[config.mk]
export PLATFORM = sky130hd
export DESIGN_NAME = mux8_rr_arbiter
export DESIGN_NICKNAME = d
export VERILOG_FILES = /design/src/rtl/mux8_rr_arbiter.sv
export SDC_FILE = /design/constraint.sdc
export NUM_CORES = 1
export LEC_CHECK = 0
export ABC_CLOCK_PERIOD_IN_PS = 5000
export CORE_AREA = 3 3 59 61
export CTS_CLUSTER_DIAMETER = 80
export DETAILED_ROUTE_END_ITERATION = 8
export DIE_AREA = 0 0 62 64
export DONT_BUFFER_PORTS = 1
export HOLD_SLACK_MARGIN = 0.03
export PLACE_DENSITY = 0.77
export SYNTH_ARGS = -nofsm -noshare
export SYNTH_HDL_FRONTEND = slang
export SYNTH_SLANG_ARGS = --single-unit
[constraint.sdc]
create_clock -name clk -period 5 [get_ports clk]
set_input_delay 1.5 -clock clk [delete_from_list [all_inputs] [get_ports clk]]
set_output_delay 1.5 -clock clk [all_outputs]
set_load 0.05 [all_outputs]
[src/rtl/mux8_rr_arbiter.sv]
// Round-robin arbiter for a shared 8:1 single-bit mux. The select, the one-hot grant and the
// new-grant pulse are registered. Grants are length-bounded, and handover happens with no idle cycle.
module mux8_rr_arbiter #(
  parameter int HOLD_MAX = 16,
  parameter int CNT_W    = 8
) (
  input  logic       clk,
  input  logic       rst_n,
  input  logic [7:0] req,
  input  logic [7:0] din,
  output logic [7:0] gnt,
  output logic [2:0] sel,
  output logic       busy,
  output logic       gnt_new,
  output logic       dout
);

  localparam logic [0:0]       ST_IDLE   = 1'b0;
  localparam logic [0:0]       ST_GRANT  = 1'b1;
  localparam logic [CNT_W-1:0] HOLD_LAST = CNT_W'(HOLD_MAX - 1);

  logic [0:0]       state_q, state_d;
  logic [2:0]       sel_q, sel_d;
  logic [2:0]       ptr_q, ptr_d;
  logic [7:0]       gnt_q, gnt_d;
  logic             gnt_new_q, gnt_new_d;
  logic [CNT_W-1:0] hold_cnt_q, hold_cnt_d;

  logic       end_grant;
  logic [2:0] search_base;
  logic [7:0] req_rot;
  logic       win_found;
  logic [2:0] win_off;
  logic [2:0] win_idx;
  logic       mux_out;

  // While granting, the search starts one past the grantee, so the grantee is considered last.
  assign search_base = (state_q == ST_GRANT) ? sel_q + 3'd1 : ptr_q;
  assign end_grant   = !req[sel_q] || (hold_cnt_q == HOLD_LAST);

  for (genvar gi = 0; gi < 8; gi++) begin : g_rot
    assign req_rot[gi] = req[search_base + 3'(gi)];
  end

  always_comb begin
    win_off = 3'd0;
    for (int i = 7; i >= 0; i--) begin
      if (req_rot[i]) win_off = 3'(i);
    end
    win_found = |req_rot;
    win_idx   = search_base + win_off;
  end

  always_comb begin
    state_d    = state_q;
    sel_d      = sel_q;
    ptr_d      = ptr_q;
    gnt_d      = gnt_q;
    gnt_new_d  = 1'b0;
    hold_cnt_d = hold_cnt_q;
    case (state_q)
      ST_IDLE: begin
        if (win_found) begin
          state_d    = ST_GRANT;
          sel_d      = win_idx;
          gnt_d      = 8'b1 << win_idx;
          gnt_new_d  = 1'b1;
          hold_cnt_d = '0;
        end
      end
      ST_GRANT: begin
        if (!end_grant) begin
          hold_cnt_d = hold_cnt_q + 1'b1;
        end else begin
          ptr_d = sel_q + 3'd1;
          if (win_found) begin
            sel_d      = win_idx;
            gnt_d      = 8'b1 << win_idx;
            gnt_new_d  = 1'b1;
            hold_cnt_d = '0;
          end else begin
            state_d    = ST_IDLE;
            gnt_d      = 8'h00;
            hold_cnt_d = '0;
          end
        end
      end
      default: begin
        state_d    = ST_IDLE;
        gnt_d      = 8'h00;
        hold_cnt_d = '0;
      end
    endcase
  end

  always_ff @(posedge clk or negedge rst_n) begin
    if (!rst_n) begin
      state_q    <= ST_IDLE;
      sel_q      <= 3'd0;
      ptr_q      <= 3'd0;
      gnt_q      <= 8'h00;
      gnt_new_q  <= 1'b0;
      hold_cnt_q <= '0;
    end else begin
      state_q    <= state_d;
      sel_q      <= sel_d;
      ptr_q      <= ptr_d;
      gnt_q      <= gnt_d;
      gnt_new_q  <= gnt_new_d;
      hold_cnt_q <= hold_cnt_d;
    end
  end

  // The shared datapath mux is gated so that an idle channel never shows data from the last select.
  assign mux_out = din[sel_q];
  assign dout    = (state_q == ST_GRANT) ? mux_out : 1'b0;

  assign gnt     = gnt_q;
  assign sel     = sel_q;
  assign busy    = (state_q == ST_GRANT);
  assign gnt_new = gnt_new_q;

endmodule

Word-level counts from Yosys, hierarchy flattened
Cells that the tools add are included.

Muxes and demuxes: 45. Equal/unequal tests: 3. Bitwise logic cells: 1. Magnitude comparators: 9. Add/subtract/negate cells: 10. Reductions and logical operators: 5. Shift-type cells: 1.

Operators with widths (count): two-way mux 8 bit (5); less-than comparator 3 x 4 -> 1 bit, second input constant (9); two-way mux 3 bit (11); case mux 8 bit (2 select lines) (2); binary-select mux 1 bit (select 3 bit) (10); two-way mux 1 bit (14); adder 3 bit, second input constant (4); adder 8 x 1 -> 8 bit, second input constant (1); equality test 8 x 4 -> 1 bit, second input constant (1); OR reduction 8 bit (1); left shift 1 x 3 -> 8 bit, first input constant (1); adder 3 x 1 -> 3 bit, second input constant (2); adder 3 x 2 -> 3 bit, second input constant (2); case mux 3 bit (2 select lines) (1); case mux 1 bit (2 select lines) (2); AND reduction 2 bit (2); adder 3 bit (1); != test 2 x 1 -> 1 bit, second input constant (1); != test 2 bit, second input constant (1); zero test 1 bit (1); logical OR 1 bit (1); inverter 1 bit (1).

Flip-flop bits (word level): 24. Word-level logic and storage cells: 80.

Longest topological paths before layout
Gate-level depths: netlist of run 1.

Depth in word-level cells: 18. Gate-level depth with buffers: 17. Gate-level depth less buffers: 16.

Worst setup path after synthesis of run 1
Ideal clock, no wire load.

Path kind: flip-flop to flip-flop. From: register sel_q[1] (netlist: sel[1]). To: register gnt_q[6] (netlist: gnt[6]). Path buffers: 0. Setup slack: 0.894 ns. Period minus slack after synthesis: 4.106 ns. Setup time: 0.138 ns. Arrival: 3.967 ns. Cell stages (with the launch flop): 15. Cell sequence: dfrtp_1 ha_1 mux2i_4 inv_4 ha_1 mux4_2 nor2b_1 o21ai_0 a21boi_0 ha_1 inv_1 fa_1 xnor2_1 mux2i_1 o22ai_1.

Cells in the longest elaborated chain, start to end: 18.

Ends and longest elaborated chain: from (decl) (RTL line 23) `logic [2:0] sel_q, sel_d;`; from (signal assigned) (RTL line 106) `sel_q <= sel_d;`; adder 3 x 1 -> 3 bit (RTL line 38) `assign search_base = (state_q == ST_GRANT) ? sel_q + 3'd1 : ptr_q;`; two-way mux 3 bit (RTL line 38); adder 3 bit (RTL line 42) `assign req_rot[gi] = req[search_base + 3'(gi)];`; binary-select mux 1 bit (select 3 bit) (RTL line 42); two-way mux 1 bit (not written as such) (RTL line 42); two-way mux 3 bit (8 in series) (RTL line 48) `if (req_rot[i]) win_off = 3'(i);`; adder 3 bit (RTL line 51) `win_idx = search_base + win_off;`; left shift 1 x 3 -> 8 bit (RTL line 66, 78); two-way mux 8 bit (RTL line 76) `if (win_found) begin`; two-way mux 8 bit (RTL line 72) `if (!end_grant) begin`; case mux 8 bit (2 select lines) (RTL line 61) `case (state_q)`; to (signal assigned) (RTL line 108) `gnt_q <= gnt_d;`; to (decl) (RTL line 25) `logic [7:0] gnt_q, gnt_d;`.

Several ways; a longest one is shown, not always the timed one. The select of a mux whose other input is x is not followed. A chain may end at the register's enable or synchronous reset.

Worst setup path after layout of run 1
From: register sel_q[2] (netlist: sel[2]). To: register gnt_q[6] (netlist: gnt[6]).

Same word-level chain as after synthesis.

==> results.json, run 1 <==
{
  "r2r-end": "gnt[6]",
  "synth_top_family_by_area": "multiplexers",
  "preCtsSetupSlack_ns": 0.7895,
  "report.final.slew_viol_count": 0,
  "die_h_um": 64,
  "core.rowCount": 20,
  "ys_seq_area_frac": 0.3175,
  "maxCapViolCount": 0,
  "hold_ws_ns": 0.5127,
  "synth_compound_area_frac": 0.1296,
  "gp_congestion": 0.9539,
  "final_area_sq_um": 1998,
  "clk_latency_ns": 0.32,
  "num_antenna_cells": 0,
  "muxShareOfSynthArea": 0.2533,
  "synth_largest_area_cell": "dfrtp_1",
  "drtIter0Drc": 59,
  "drt_pass1_iterations": 4,
  "cts_setup_buffers": 0,
  "synth_seq_cells": 24,
  "ctsHoldBuffers": 0,
  "final.setup.tns_ns": 0,
  "cp_max_fo": 7,
  "htreeDepth": 1,
  "die_area_sq_um": 3968,
  "hp-class": "reg2reg",
  "worst_slack_ns": 0.8235,
  "period_share": 0.8353,
  "end_kind": "flop",
  "initial_core_util": 0.6248,
  "syn_inst": 179,
  "io_pins": 32,
  "use_met2": 0.3342,
  "timing.rr.start": "sel[2]",
  "clk_path_buf_depth": 2,
  "coreArea_sq_um": 3028,
  "synth_edf_count": 0,
  "hp-start": "hold_cnt_q[2]",
  "use_met1": 0.3255,
  "hold_viol": 0,
  "synth_fp_nets": 202,
  "placed_area_sq_um": 1946,
  "yosysUniqueCellTypes": 52,
  "vias": 1462,
  "critical_path.endpoint": "gnt[6]",
  "totalWireLength_mm": 3.904,
  "synth_top_area_share": 0.3175,
  "worstRegToRegCells": 13,
  "avgSynthCellArea_sq_um": 10.57,
  "tightest_slew_ns": 0.7495,
  "worstPathRequired_ns": 5.21,
  "status": "complete, no violations",
  "fin_skew_ns": 0.01021,
  "max_freq_ghz": 0.2394,
  "clock-sinks": 24,
  "numCtsBuffers": 3,
  "top_usage_layer": "met2",
  "io_buffers": 0,
  "fin_nets": 207,
  "grt_first_pass_wirelength_mm": 6.748,
  "vias_per_cell": 6.441,
  "cp-start-kind": "flop",
  "criticalPathCategory": "reg2reg",
  "cts_tree": "done",
  "grt_pass1_vias": 1415,
  "synthAdderAreaFrac": 0.03704,
  "ys_async_sr_fraction": 1.000,
  "yosys_most_used_dff": "dfrtp_1",
  "drc": 0,
  "ant_nets": 0,
  "r2r_slack_ns": 0.82,
  "slew_headroom": 0.4982,
  "antenna_found_initial": 0,
  "grt_usage": 0.2222,
  "cts_resized": 0,
  "grt_max_degree": 25,
  "grt.overflow.total": 0,
  "root_buffer": "clkbuf_4",
  "rsz0062_at_grt": "no",
  "final_layout_size_suffix_gt1_frac": 0.1967,
  "synth_area_leaders": "dfrtp_1 32%, mux4_2 12%, mux2i_1 6.9%",
  "period_needed_ns": 4.176,
  "wl_per_cell_um": 17.20,
  "synthSimpleGateAreaFrac": 0.1892,
  "startpoint": "sel[2]",
  "dp_hpwl_mm": 2.996,
  "syn-cell-area_sq_um": 1892,
  "die_w_um": 62,
  "setup_viol": 0,
  "clkSlewWorstSetupHoldPaths_ns": 0.15,
  "critPathArrivalTime_ns": 4.38,
  "yosysWarnings": 0,
  "synth_xor_area_frac": 0.03175,
  "grt.met3_usage": 0.06465,
  "area_growth_pct": 5.622
}
-- placed cells by master (no fill, tap or decap), drive strengths merged, types with 5 or more instances in the layout --
| master | synthesis | layout |
|---|---|---|
| xnor2 | 5 | 5 |
| and3 | 5 | 5 |
| a21oi | 5 | 5 |
| nand2 | 11 | 11 |
| dfrtp | 24 | 24 |
| nand3 | 16 | 16 |
| inv | 11 | 11 |
| mux2i | 16 | 16 |
| mux4 | 10 | 10 |
| mux2 | 5 | 5 |
| o22ai | 8 | 8 |
| nor2 | 9 | 9 |
| o21ai | 7 | 7 |
| and2 | 7 | 7 |
-- routing by layer --
layer	up-vias	part of all wire
li1	684	-
met1	724	0.45
met2	52	0.48
met3	2	0.067
met4	0	0.0033
met5	-	0
-- registers in the layout, indices dropped and copies added, names as in the netlist --
register and flops:
sel 3, gnt_new 1, hold_cnt_q 8, ptr_q 3, gnt 8, busy 1
-- stage by stage --
step / util / cells
finish: 0.6599 / 227
global route: 0.6599 / 227
detailed placement: 0.6426 / 223
global placement: 0.6426 / 223
CTS: 0.6599 / 227
floorplan: - / 179
-- worst min-delay path by stage --
stage,slack (ns),end,depth (start not counted)
floorplan,0.46,hold_cnt_q[2],1
CTS,0.52,hold_cnt_q[0],1
finish,0.51,hold_cnt_q[2],1
detailed placement,0.50,hold_cnt_q[2],1
global placement,0.48,hold_cnt_q[2],1
global route,0.53,hold_cnt_q[0],1
-- worst max-delay path, stage by stage (launching register included) --
cell and delay [ns]:
dfrtp_1 0.79, xor2_1 0.39, mux2i_4 0.21, xnor2_1 0.51, mux2_2 0.27, o22a_1 0.12
o21ai_0 0.06, a21boi_0 0.18, ha_1 0.16, inv_1 0.04, fa_1 0.37, xnor2_1 0.38
mux2i_1 0.40, o22ai_1 0.15
-- area by class of cell --
| class | count | area, sq um |
|---|---|---|
| repair buffers | 4 | 30.03 |
| well taps | 44 | 55.05 |
| clock inverters | 1 | 30.03 |
| flip-flops and latches | 24 | 600.6 |
| fillers | 250 | 1030 |
| clock buffers | 3 | 22.52 |
| inverters | 12 | 47.55 |
| multi-input cells | 139 | 1212 |
-- synthesized netlist by cell type (2+ instances only) --
master,number
dfrtp_1,24
nand3_1,15
mux2i_1,13
nand2_1,11
mux4_2,10
inv_1,9
o22ai_1,8
nor2_1,7
and2_1,6
and3_1,5
o21ai_0,5
a21oi_1,4
ha_1,4
mux2_2,4
xnor2_1,4
mux2i_4,3
nand2b_1,3
a21o_1,2
a221o_1,2
a22o_1,2
buf_6,2
nor2b_1,2
nor3_1,2
o21ai_1,2
o2bb2ai_1,2
or3_1,2
-- cells by family after synthesis --
kind of cell    after synthesis
mux                          31
simple gates                 62
flops                        24
compound gates               35
buf+inv                      16
xor+xnor                      6
fa+ha+maj                     5
Power of run 1 is not shown: default switching activity piles up to over one toggle a cycle in this logic, so the estimate is an artifact.
==> run 2: changes to the inputs <==
==> config.mk (replaced) <==
export PLATFORM = sky130hd
export DESIGN_NAME = mux8_rr_arbiter
export DESIGN_NICKNAME = d
export VERILOG_FILES = /design/src/rtl/mux8_rr_arbiter.sv
export SDC_FILE = /design/constraint.sdc
export NUM_CORES = 1
export LEC_CHECK = 0
export ABC_CLOCK_PERIOD_IN_PS = 3400
export CORE_AREA = 3 3 62 64
export CTS_CLUSTER_DIAMETER = 80
export DETAILED_ROUTE_END_ITERATION = 8
export DIE_AREA = 0 0 65 67
export DONT_BUFFER_PORTS = 1
export HOLD_SLACK_MARGIN = 0.03
export PLACE_DENSITY = 0.73
export SYNTH_ARGS = -nofsm -noshare
export SYNTH_HDL_FRONTEND = slang
export SYNTH_SLANG_ARGS = --single-unit
==> constraint.sdc (replaced) <==
create_clock -name clk -period 3.4 [get_ports clk]
set_input_delay 1.02 -clock clk [delete_from_list [all_inputs] [get_ports clk]]
set_output_delay 1.02 -clock clk [all_outputs]
set_load 0.05 [all_outputs]
==> run 2 against run 1 <==
Compared with the run above:
- the run now ends with negative setup slack left
- count of clock-buffer cells in the layout unchanged
- cell count increased by 13%
- non-clock buffer count grew 28
- core utilization rose by 4.8 points
==> results.json, run 2 (same netlist as run 1, synthesis figures left out) <==
{
  "status": "finished with violations",
  "violations": "negative setup slack",
  "final_area_sq_um": 2364,
  "drtIter0Drc": 106,
  "numCtsBuffers": 3,
  "grt_usage": 0.2322,
  "dp_hpwl_mm": 3.891,
  "clkSlewWorstSetupHoldPaths_ns": 0.14,
  "report.final.slew_viol_count": 0,
  "setup_viol": 9,
  "drc": 0,
  "worstRegToRegCells": 14,
  "core.rowCount": 21,
  "initial_core_util": 0.5669,
  "dp_cells": 251,
  "end_kind": "flop",
  "final.setup.tns_ns": -1.452,
  "grt_max_degree": 25,
  "io_buffers": 0,
  "hp-class": "in2async",
  "root_buffer": "clkbuf_4",
  "n_fill_cell": 249,
  "vias_per_cell": 6.222,
  "fin_nets": 235,
  "clk_latency_ns": 0.33,
  "coreArea_sq_um": 3337,
  "cts_tree": "done",
  "r2r_slack_ns": -0.19,
  "clk_path_buf_depth": 2,
  "area_growth_pct": 24.93,
  "die_h_um": 67,
  "htreeDepth": 1,
  "timing.rr.start": "sel[1]",
  "r2r-end": "gnt[4]",
  "max_freq_ghz": 0.2788,
  "cp_max_fo": 4,
  "maxCapViolCount": 0,
  "fin_skew_ns": 0.01369,
  "slew_headroom": 0.4011,
  "io_pins": 32,
  "period_needed_ns": 3.586,
  "placed_area_sq_um": 2231,
  "final_common_cell": "buf_4",
  "vias": 1599,
  "die_area_sq_um": 4355,
  "multi_input_area_sq_um": 1333,
  "grt_first_pass_wirelength_mm": 7.872,
  "grt.overflow.total": 0,
  "hold_viol": 0,
  "cp-start-kind": "flop",
  "rsz0062_at_grt": "yes",
  "drt_pass1_iterations": 5,
  "seq_area_sq_um": 604.3,
  "gp_congestion": 0.8657,
  "antenna_found_initial": 0,
  "final_layout_size_suffix_gt1_frac": 0.3697,
  "clock-sinks": 24,
  "die_w_um": 65,
  "tightest_slew_ns": 0.8923,
  "grt_pass1_vias": 1686,
  "period_share": 1.055,
  "instances_no_fill": 257,
  "criticalPathCategory": "reg2reg",
  "worstPathRequired_ns": 3.62,
  "critPathArrivalTime_ns": 3.80,
  "num_antenna_cells": 0,
  "worst_slack_ns": -0.1864,
  "ant_nets": 0,
  "totalWireLength_mm": 4.941,
  "layout_common_cells": "29 x buf_4, 21 x dfrtp_1, 15 x nand3_1",
  "wl_per_cell_um": 19.23
}
run 2: worst max-delay path, cell delays in order, from the launching register on:
cell      delay, ns
dfrtp_2        0.45
ha_4           0.26
mux2i_4        0.19
inv_4          0.09
ha_4           0.28
mux4_2         0.53
nor2b_1        0.15
o21ai_1        0.08
a21boi_1       0.12
ha_1           0.17
inv_2          0.04
fa_2           0.37
xnor2_4        0.29
mux2i_4        0.34
o22ai_1        0.11
run 2: how the worst max path moves through the flow:
stage	from	to	slack, ns
final	sel[1]	gnt[4]	-0.19
after global routing	sel[1]	gnt[4]	-0.31
after CTS	sel[1]	gnt[1]	-0.13
after detailed placement	req[7]	gnt[2]	-0.24
after global placement	req[7]	gnt[2]	-0.15
after floorplan	sel[1]	gnt[2]	-0.24
run 2: stage by stage:
step           hold WS [ns]  worst slack (ns)  utilization
3_5_place_dp         0.5054           -0.2355       0.6685
5_1_grt              0.3459           -0.3150       0.7083
4_1_cts              0.3591           -0.1317       0.6948
6_report             0.3585           -0.1864       0.7083
3_3_place_gp         0.4757           -0.1485       0.6685
2_1_floorplan        0.4564           -0.2359            -
run 2: layout make-up:
cell class / instances / area share
clock buffer: 3 / 0.009529
clock inverter: 1 / 0.01271
inverter: 12 / 0.02012
multi-input combinational: 139 / 0.5638
sequential: 24 / 0.2557
tap: 46 / 0.02435
timing repair buffer: 32 / 0.1138
run 2: repair_timing:
item | in CTS | in global routing
hold buffers | 0 | 0
endpoints found under the hold margin | 0 | 0
gates resized for setup | 1 | 9
setup buffers | 2 | 0
pin swaps | 3 | 1
endpoints found under the setup margin | 10 | 10
run 2: routing by layer:
layer  track usage  vias up  routed length [um]
met5             0        -                   0
met4       0.05013        0                  66
met3       0.06239       13                 341
met2        0.4189       70                2554
met1        0.2755      780                1978
li1              -      736                   -
Power of run 2 is left out for the same reason.
==> run 3: changes to the inputs <==
==> config.mk (replaced) <==
export PLATFORM = sky130hd
export DESIGN_NAME = mux8_rr_arbiter
export DESIGN_NICKNAME = d
export VERILOG_FILES = /design/src/rtl/mux8_rr_arbiter.sv
export SDC_FILE = /design/constraint.sdc
export NUM_CORES = 1
export LEC_CHECK = 0
export ABC_AREA = 1
export ABC_CLOCK_PERIOD_IN_PS = 3400
export CORE_AREA = 3 3 66 68
export CTS_CLUSTER_DIAMETER = 80
export DETAILED_ROUTE_END_ITERATION = 8
export DIE_AREA = 0 0 69 71
export DONT_BUFFER_PORTS = 1
export HOLD_SLACK_MARGIN = 0.03
export PLACE_DENSITY = 0.75
export SYNTH_ARGS = -nofsm -noshare
export SYNTH_HDL_FRONTEND = slang
export SYNTH_SLANG_ARGS = --single-unit
==> run 3 against run 2 <==
Compared with the run above:
- the run now ends clean
- sequential share of layout area fell by 1.8 points
- core utilization is 5.9 points lower
- cell count up 62%
- area after synthesis increased by 17%
- fmax grew 10%
- via count grew 46%
- clock skew shrank 0.0096 ns
==> results.json, run 3 <==
{
  "die_h_um": 71,
  "gp_congestion": 0.9234,
  "area_growth_pct": 14.37,
  "synth_edf_count": 0,
  "hp-class": "in2async",
  "core.rowCount": 23,
  "vias_per_cell": 5.611,
  "numCtsBuffers": 3,
  "initial_core_util": 0.5675,
  "cts_tree": "done",
  "ys_async_sr_fraction": 1.000,
  "status": "complete, no violations",
  "cp-start-kind": "flop",
  "synth_top_area_share": 0.2704,
  "setup_viol": 0,
  "slew_headroom": 0.6593,
  "period_share": 0.9546,
  "report.final.slew_viol_count": 0,
  "synth_seq_cells": 24,
  "synth_xor_area_frac": 0.02366,
  "coreArea_sq_um": 3914,
  "drt_pass1_iterations": 6,
  "n_fill_cell": 381,
  "hold_ws_ns": 0.4328,
  "clk_path_buf_depth": 2,
  "clkSlewWorstSetupHoldPaths_ns": 0.09,
  "timing.rr.start": "sel[1]",
  "grt_usage": 0.2303,
  "syn_inst": 353,
  "ant_nets": 0,
  "die_area_sq_um": 4899,
  "max_freq_ghz": 0.3081,
  "htreeDepth": 1,
  "yosysUniqueCellTypes": 30,
  "yosysWarnings": 0,
  "vias": 2334,
  "synthSimpleGateAreaFrac": 0.4592,
  "wl_per_cell_um": 14.12,
  "grt.overflow.total": 0,
  "synth_area_leaders": "dfrtp_1 27%, nand2_1 26%, nand3_1 8.8%",
  "antenna_found_initial": 0,
  "layout_common_cells": "144 x nand2_1, 38 x nand3_1, 30 x inv_1",
  "final_common_cell": "nand2_1",
  "cp_max_fo": 9,
  "startpoint": "sel[1]",
  "worstRegToRegCells": 21,
  "criticalPathCategory": "reg2reg",
  "clk_latency_ns": 0.27,
  "end_kind": "flop",
  "syn-cell-area_sq_um": 2221,
  "totalWireLength_mm": 5.875,
  "grt_first_pass_wirelength_mm": 9.294,
  "io_buffers": 0,
  "avgSynthCellArea_sq_um": 6.291,
  "grt_max_degree": 25,
  "synth_top_family_by_area": "simple AND/OR/NAND/NOR gates",
  "root_buffer": "clkbuf_8",
  "yosys_most_used_dff": "dfrtp_1",
  "tightest_slew_ns": 0.5111,
  "preCtsSetupSlack_ns": 0.09981,
  "fin_skew_ns": 0.004088,
  "final_layout_size_suffix_gt1_frac": 0.1940,
  "muxShareOfSynthArea": 0,
  "synth_fp_nets": 376,
  "dp_hpwl_mm": 4.280,
  "fin_nets": 390,
  "critPathArrivalTime_ns": 3.46,
  "period_needed_ns": 3.246,
  "maxCapViolCount": 0,
  "worst_slack_ns": 0.1543,
  "yosysMostFrequentCell": "nand2_1",
  "ys_top_cells_by_count": "151 x nand2_1, 39 x nand3_1, 33 x inv_1, 24 x dfrtp_1, 18 x o21ai_0",
  "synth_compound_area_frac": 0.1166,
  "grt_pass1_vias": 2058,
  "clock-sinks": 24,
  "synth_largest_area_cell": "dfrtp_1",
  "num_antenna_cells": 0,
  "ctsHoldBuffers": 0,
  "worstPathRequired_ns": 3.61,
  "drtIter0Drc": 206,
  "ys_seq_area_frac": 0.2704,
  "synthAdderAreaFrac": 0.03155,
  "io_pins": 32,
  "hold_viol": 0,
  "drc": 0,
  "die_w_um": 69
}
run 3: cell type report:
class / instances / area [sq um] / share of cell area
multi-input combinational: 284 / 1493 / 0.5877
timing repair buffer: 17 / 165.2 / 0.06502
inverter: 37 / 145.1 / 0.05714
clock inverter: 1 / 30.03 / 0.01182
clock buffer: 3 / 41.29 / 0.01626
sequential: 24 / 603.1 / 0.2374
tap: 50 / 62.56 / 0.02463
run 3: critical path, stage by stage (launching register included):
cell and delay, ns:
dfrtp_2 0.44, ha_4 0.26, nand2_4 0.09, nand2_8 0.07, ha_4 0.17, inv_1 0.06
nand3_1 0.07, nand2_1 0.12, nand3_1 0.09, nand2_2 0.10, a21oi_2 0.03, o21ai_1 0.13
nand2_1 0.08, a21oi_2 0.15, ha_2 0.19, inv_2 0.04, fa_2 0.39, xor2_1 0.19
nand3b_1 0.22, nand2_4 0.14, nand3_1 0.09, nand2_1 0.07
run 3: path summary, 6_finish.rpt:
path                                 endpoint  slack, ns
worst max-delay path                   gnt[0]       0.15
worst min-delay path                   gnt[1]       0.43
worst max register to register         gnt[0]       0.15
worst min register to register  hold_cnt_q[1]       0.52
max in group asynchronous              sel[0]       2.88
min in group clk                hold_cnt_q[1]       0.52
run 3: metrics by stage:
stage	cells	area (sq um)	utilization	TNS, ns
global route	416	2540	0.6490	-0.3194
floorplan	353	2223	-	0
global placement	409	2312	0.5908	0
detailed placement	409	2312	0.5908	0
CTS	413	2384	0.6090	0
finish	416	2540	0.6490	0
run 3: cells by family (layout without fill, tap and decap cells):
family,after synthesis,in the layout
flops,24,24
compound gates,43,43
fa+ha+maj,5,5
xor+xnor,6,6
buf+inv,45,58
simple gates,230,230
run 3: per-layer routing:
| layer | track usage | wire (um) | vias to the layer above |
|---|---|---|---|
| li1 | - | - | 1146 |
| met1 | 0.3128 | 2572 | 1077 |
| met2 | 0.3708 | 2770 | 93 |
| met3 | 0.04261 | 382 | 18 |
| met4 | 0.07809 | 150 | 0 |
| met5 | 0 | 0 | - |
run 3: what timing repair did:
action                                 CTS  global route
gates resized for setup                  0            31
setup endpoints to repair                0             9
endpoints found under the hold margin    0             0
setup buffers                            0             2
Power of run 3 is left out for the same reason.
